$ cat config.mk
export PLATFORM = sky130hd
export DESIGN_NAME = mult_share_ctrl_flat
export DESIGN_NICKNAME = d
export VERILOG_FILES = /design/src/rtl/mult_share_if.sv /design/src/rtl/mult_share_ctrl.sv /design/src/flat_wrapper.sv
export SDC_FILE = /design/constraint.sdc
export NUM_CORES = 1
export LEC_CHECK = 0
export CORE_ASPECT_RATIO = 0.7
export CORE_MARGIN = 4
export CORE_UTILIZATION = 42
export CTS_CLUSTER_SIZE = 30
export DETAILED_ROUTE_END_ITERATION = 7
export PLACE_DENSITY = 0.84
export REMOVE_ABC_BUFFERS = 1
export SYNTH_ARGS = -nofsm -noshare
export SYNTH_HDL_FRONTEND = slang
export SYNTH_SLANG_ARGS = --single-unit
$ cat constraint.sdc
create_clock -name clk -period 1.93 [get_ports clk]
set_input_delay 0.4825 -clock clk [delete_from_list [all_inputs] [get_ports clk]]
set_output_delay 0.4825 -clock clk [all_outputs]
set_load 0.005 [all_outputs]
$ cat src/rtl/mult_share_if.sv
// mult_share_if: bundle between the operand requesters, the response consumer,
// the shared multiplier and mult_share_ctrl.
//   req_valid/req_x/req_y/req_ready : NUM_REQ request channels (8-bit signed operands,
//                                     requester i at bits [8i+7:8i])
//   mult_x/mult_y/mult_out          : operands to / product from the combinational multiplier
//   resp_valid/resp_data/resp_id/resp_ready : tagged 16-bit product response
// Handshake rule for every valid/ready pair: a transfer happens on a rising clk edge
// where both valid and ready are high; a source keeps valid and its payload stable
// until that transfer, and ready never depends on a transfer in the same cycle.
// modport slave is the controller's view; modport master is the environment's view.
interface mult_share_if #(
  parameter int NUM_REQ = 2,
  parameter int ID_W    = 2
);
  logic [NUM_REQ-1:0]   req_valid;
  logic [8*NUM_REQ-1:0] req_x;
  logic [8*NUM_REQ-1:0] req_y;
  logic [NUM_REQ-1:0]   req_ready;
  logic [7:0]           mult_x;
  logic [7:0]           mult_y;
  logic [15:0]          mult_out;
  logic                 resp_valid;
  logic [15:0]          resp_data;
  logic [ID_W-1:0]      resp_id;
  logic                 resp_ready;

  modport slave (
    input  req_valid, req_x, req_y, mult_out, resp_ready,
    output req_ready, mult_x, mult_y, resp_valid, resp_data, resp_id
  );

  modport master (
    output req_valid, req_x, req_y, mult_out, resp_ready,
    input  req_ready, mult_x, mult_y, resp_valid, resp_data, resp_id
  );
endinterface

$ cat src/rtl/mult_share_ctrl.sv
// mult_share_ctrl: shares one combinational 8x8 signed multiplier among NUM_REQ
// requesters with round-robin arbitration. One operation runs at a time through
// IDLE (arbitrate/accept) -> CALC (operands on the multiplier) -> RESP (hold the
// registered, tagged product until the consumer takes it).
// Ports:
//   clk        rising-edge clock
//   rst_n      synchronous active-low reset
//   bus        mult_share_if.slave (requests, multiplier operands/product, response)
//   busy       high whenever the FSM is not in IDLE
//   state_dbg  current FSM state (IDLE=0, CALC=1, RESP=2)
module mult_share_ctrl #(
  parameter int NUM_REQ = 2,
  parameter int ID_W    = 2
) (
  input  logic               clk,
  input  logic               rst_n,
  mult_share_if.slave        bus,
  output logic               busy,
  output logic [1:0]         state_dbg
);

  typedef enum logic [1:0] {
    IDLE = 2'd0,
    CALC = 2'd1,
    RESP = 2'd2
  } state_t;

  state_t               state;
  logic [ID_W-1:0]      rr_ptr;
  logic [ID_W-1:0]      op_id;
  logic [7:0]           op_x;
  logic [7:0]           op_y;

  logic                 any_valid;
  logic                 found_hi;
  logic [ID_W-1:0]      grant_hi;
  logic [ID_W-1:0]      grant_lo;
  logic [ID_W-1:0]      grant;
  logic [NUM_REQ-1:0]   onehot;
  logic [8*NUM_REQ-1:0] shift_x;
  logic [8*NUM_REQ-1:0] shift_y;
  logic [7:0]           sel_x;
  logic [7:0]           sel_y;

  // Round-robin search: the lowest valid index at or above rr_ptr wins; if none
  // exists the search wraps, which is simply the lowest valid index overall.
  always_comb begin
    any_valid = 1'b0;
    found_hi  = 1'b0;
    grant_hi  = '0;
    grant_lo  = '0;
    onehot    = '0;
    for (int i = 0; i < NUM_REQ; i++) begin
      onehot = NUM_REQ'(1) << i;
      if (|(bus.req_valid & onehot)) begin
        if (!found_hi && (ID_W'(i) >= rr_ptr)) begin
          found_hi = 1'b1;
          grant_hi = ID_W'(i);
        end
        if (!any_valid) begin
          any_valid = 1'b1;
          grant_lo  = ID_W'(i);
        end
      end
    end
    grant = found_hi ? grant_hi : grant_lo;
  end

  // Operand mux for the granted requester.
  always_comb begin
    shift_x = '0;
    shift_y = '0;
    for (int i = 0; i < NUM_REQ; i++) begin
      if (grant == ID_W'(i)) begin
        shift_x = bus.req_x >> (8 * i);
        shift_y = bus.req_y >> (8 * i);
      end
    end
    sel_x = shift_x[7:0];
    sel_y = shift_y[7:0];
  end

  // Ready is gated by rst_n so nothing can be accepted while reset is held.
  always_comb begin
    bus.req_ready = '0;
    if (rst_n && (state == IDLE) && any_valid) begin
      bus.req_ready = NUM_REQ'(1) << grant;
    end
  end

  // Operand registers drive the multiplier directly, so the operands stay put
  // through CALC and RESP and keep their last value while IDLE.
  assign bus.mult_x = op_x;
  assign bus.mult_y = op_y;
  assign busy       = (state != IDLE);
  assign state_dbg  = state;

  always_ff @(posedge clk) begin
    if (!rst_n) begin
      state          <= IDLE;
      rr_ptr         <= '0;
      op_x           <= '0;
      op_y           <= '0;
      op_id          <= '0;
      bus.resp_valid <= 1'b0;
      bus.resp_data  <= '0;
      bus.resp_id    <= '0;
    end else begin
      case (state)
        IDLE: begin
          // Ready is asserted for the grant whenever any request is valid,
          // so any_valid alone means a transfer happens on this edge.
          if (any_valid) begin
            op_x  <= sel_x;
            op_y  <= sel_y;
            op_id <= grant;
            state <= CALC;
          end
        end
        CALC: begin
          bus.resp_data  <= bus.mult_out;
          bus.resp_id    <= op_id;
          bus.resp_valid <= 1'b1;
          state          <= RESP;
        end
        RESP: begin
          if (bus.resp_ready) begin
            bus.resp_valid <= 1'b0;
            rr_ptr         <= (op_id == ID_W'(NUM_REQ - 1)) ? '0 : op_id + ID_W'(1);
            state          <= IDLE;
          end
        end
        default: begin
          state          <= IDLE;
          bus.resp_valid <= 1'b0;
        end
      endcase
    end
  end

endmodule

$ cat src/flat_wrapper.sv
// flat-port wrapper written by rule: the top's interface ports become plain ports
module mult_share_ctrl_flat 
#(
  parameter int NUM_REQ = 2,
  parameter int ID_W    = 2
)
  (clk, rst_n, busy, state_dbg, bus_req_valid, bus_req_x, bus_req_y, bus_mult_out, bus_resp_ready, bus_req_ready, bus_mult_x, bus_mult_y, bus_resp_valid, bus_resp_data, bus_resp_id);
  mult_share_if #(.NUM_REQ(NUM_REQ), .ID_W(ID_W)) bus_i ();
  input  logic clk;
  input  logic rst_n;
  output logic busy;
  output logic [1:0] state_dbg;
  input wire logic [$bits(bus_i.req_valid)-1:0] bus_req_valid;
  input wire logic [$bits(bus_i.req_x)-1:0] bus_req_x;
  input wire logic [$bits(bus_i.req_y)-1:0] bus_req_y;
  input wire logic [$bits(bus_i.mult_out)-1:0] bus_mult_out;
  input wire logic [$bits(bus_i.resp_ready)-1:0] bus_resp_ready;
  output wire logic [$bits(bus_i.req_ready)-1:0] bus_req_ready;
  output wire logic [$bits(bus_i.mult_x)-1:0] bus_mult_x;
  output wire logic [$bits(bus_i.mult_y)-1:0] bus_mult_y;
  output wire logic [$bits(bus_i.resp_valid)-1:0] bus_resp_valid;
  output wire logic [$bits(bus_i.resp_data)-1:0] bus_resp_data;
  output wire logic [$bits(bus_i.resp_id)-1:0] bus_resp_id;
  assign bus_i.req_valid = bus_req_valid;
  assign bus_i.req_x = bus_req_x;
  assign bus_i.req_y = bus_req_y;
  assign bus_i.mult_out = bus_mult_out;
  assign bus_i.resp_ready = bus_resp_ready;
  assign bus_req_ready = bus_i.req_ready;
  assign bus_mult_x = bus_i.mult_x;
  assign bus_mult_y = bus_i.mult_y;
  assign bus_resp_valid = bus_i.resp_valid;
  assign bus_resp_data = bus_i.resp_data;
  assign bus_resp_id = bus_i.resp_id;
  mult_share_ctrl #(.NUM_REQ(NUM_REQ), .ID_W(ID_W)) u_core (.clk(clk), .rst_n(rst_n), .bus(bus_i), .busy(busy), .state_dbg(state_dbg));
endmodule
==> results.yml <==
run_status:
  outcome: "finished, final reports clean"
synth:
  yosys_warnings: 0
  syn_area_per_cell_um2: 8.80
  synth_ff_type: "dfxtp_1"
  ys_seq_elements: 38
  synth_top_area_share_pct: 43.9
  ys_top_cells_by_area: "dfxtp_1 44%, nand2_1 7.6%, o311a_1 6.9%"
  syn_inst: 197
  yosysTopAreaCell: "dfxtp_1"
  synth_async_sr_flop_share_pct: 0
  yosysSeqAreaShare_pct: 43.9
  synth_edf_count: 0
  synth_cell_types: 30
  syn-cell-area_um2: 1730
pwr:
  combPwrFrac_pct: 26.3
  p_sw_uw: 540
  power_density_nw_per_um2: 755
  switching_share_pct: 25.6
  p_clk_share_pct: 31.4
  internal_power_uw: 1570
  p_seq_share_pct: 42.3
  total_power_uw: 2110
  cellLeakagePower_uw: 0.00115
  vdd_drop_max_uv: 432
critical_path:
  path_class: "in -> out"
  path_buf_inv: 2
  critPathRequiredTime_ns: 1.45
  cp_top_family: "buffers and inverters"
  end_kind: "primary output"
  cpMaxStageDelayCell: "dlygate4sd2_1"
  path_common_cell: "dlygate4sd2_1"
  path_max_fanout: 3
  arrival_ns: 1.36
  max_stage_delay_ns: 0.28
  crit_chain: "dlygate4sd2_1, nand2b_2, nand2_1, nor3_2, dlygate4sd2_1"
  cp-start-kind: "input port"
floorplanning:
  die_w_um: 84.8
  dieArea_um2: 5240
  io_pins: 93
  fp.dieH_um: 61.8
  core_um2: 3950
  initial_core_util_pct: 43.9
  rows: 19
sta:
  finClkSkew_ns: 0.00831
  drv_slew: 0
  finalHoldViolCount: 0
  setup-violations-final: 0
  grt_setup_unrepaired: "false"
  fmax_mhz: 544
  finalSetupTns_ns: 0
  post-route-period-util_pct: 95.2
  period_minus_slack_ns: 1.84
  worstMarginPinSlew_ns: 0.772
  slew_headroom_pct: 48.5
clocking:
  cts_buffers: 5
  postCtsHoldBufs: 0
  cts_sinks: 38
  clkTransAtPathRegs_ns: 0.08
  cts_tree: "yes"
  ctsLongestPathBuffers: 2
  root_buffer: "clkbuf_8"
  htreeDepth: 2
  clkLatencyLatePin_ns: 0.29
  cts_setup_buffers: 0
route:
  num_vias: 1743
  viasPerCell: 5.11
  drcViolationCount: 0
  drt-total-wl_um: 5270
  wire_per_inst_um: 15.5
  drtIter0Drc: 82
  ant_nets: 0
  drt-pass1-iter-count: 4
placement:
  postPlaceCellArea_um2: 2690
  routabilityCongestion: 0.775
  dp.cells: 333
  hpwl_um: 3720
  port-buffer-count: 91
global_routing:
  grt_max_degree: 34
  antenna_found_initial: 0
  grt_pass1_wl_um: 8190
  grt_pass1_vias: 1677
  grtUsageTotal_pct: 19.9
  grt.overflow.total: 0
cells_and_area:
  fin_nets: 341
  final_common_cell: "clkdlybuf4s50_1"
  synthToLayoutAreaGrowth_pct: 61.3
  final_cell_area_um2: 2800
  diodes: 0
  final_cell_mix: "86 x clkdlybuf4s50_1, 38 x dfxtp_1, 35 x nand2_1"
  drive_above_1_share_pct: 11.1
  fin_util_pct: 70.9
  final_cells: 341
hold_path:
  worst_hold_path_type: "reg -> reg"
run:
  drv_cap: 0
[synth_stat cells (all sizes together), types with 2 or more instances]
library cell   n
a21boi        16
a21oi         19
and3          16
buf           15
clkbuf         4
dfxtp         38
inv            3
nand2         35
nand2b         2
nor2           6
o21ai          3
o21bai        16
o311a         16
[worst reg2reg max path, cell delays in order (launching register included)]
cell and delay (ns):
dfxtp_1 0.34, nand2b_2 0.13, buf_4 0.28, a21boi_0 0.15
o311a_2 0.38
[final cells by class]
type / count / area (µm²)
Inverter: 3 / 11.3
Clock buffer: 5 / 68.8
Timing Repair Buffer: 103 / 992
Multi-Input combinational cell: 137 / 858
Tap cell: 52 / 65.1
Sequential cell: 38 / 761
Fill cell: 329 / 1150
Clock inverter: 3 / 40.0
[sequential cells by signal, indices dropped and copies added (netlist names)]
signal                 cells
u_core.bus.resp_id         1
u_core.rr_ptr              1
u_core.op_id               1
u_core.state_dbg           2
u_core.bus.mult_y          8
u_core.bus.mult_x          8
u_core.bus.resp_valid      1
u_core.bus.resp_data      16
[through the flow]
step	setup slack [ns]	hold WS (ns)
floorplan	0.409	0.443
global placement	-0.474	0.440
detailed placement	-0.477	0.447
CTS	0.0319	0.458
global route	0.0145	0.475
finish	0.0922	0.455
[kinds of logic (layout without fill, tap and decap cells)]
logic type,Yosys count,after routing,share of synthesized area (%)
other,1,1,0.216
DFF,38,38,43.9
AOI/OAI and AO/OA,71,71,30.5
muxes,1,1,0.577
buffers and inverters,22,114,6.93
and+or+nand+nor,64,64,17.9
[per-layer routing]
| metal | vias up | routed length [µm] | global-route usage [%] |
|---|---|---|---|
| li1 | 879 | - | - |
| met1 | 801 | 2620 | 28.1 |
| met2 | 57 | 2330 | 30.8 |
| met3 | 6 | 264 | 4.87 |
| met4 | 0 | 57 | 5.42 |
| met5 | - | 0 | 0 |
[power groups by stage]
stage | combinational, µW | sequential [µW] | clock, µW
after floorplan | 200 | 917 | 0
after global placement | 551 | 908 | 0
after detailed placement | 560 | 909 | 0
after CTS | 561 | 893 | 672
after global routing | 602 | 902 | 720
final | 556 | 893 | 664
[path summary, 6_finish.rpt]
path | startpoint | to | slack (ns) | cells past startpoint
hold reg to reg | u_core.bus.resp_data[2]$_SDFFE_PN0P_ | u_core.bus.resp_data[2]$_SDFFE_PN0P_ | 0.46 | 2
setup / recovery | bus_req_valid[0] | bus_req_ready[1] | 0.09 | 5
setup reg to reg | u_core.rr_ptr[0]$_SDFFE_PN0P_ | u_core.bus.mult_x[7]$_SDFFE_PN0P_ | 0.54 | 4
hold / removal | u_core.bus.resp_data[2]$_SDFFE_PN0P_ | u_core.bus.resp_data[2]$_SDFFE_PN0P_ | 0.46 | 2
[repair_timing]
| action | 4_1_cts | 5_1_grt |
|---|---|---|
| gates resized for setup | 7 | 3 |
| endpoints found under the setup margin | 19 | 1 |
| pin swaps | 0 | 0 |
No activity file was read; power rests on OpenSTA's default activity.
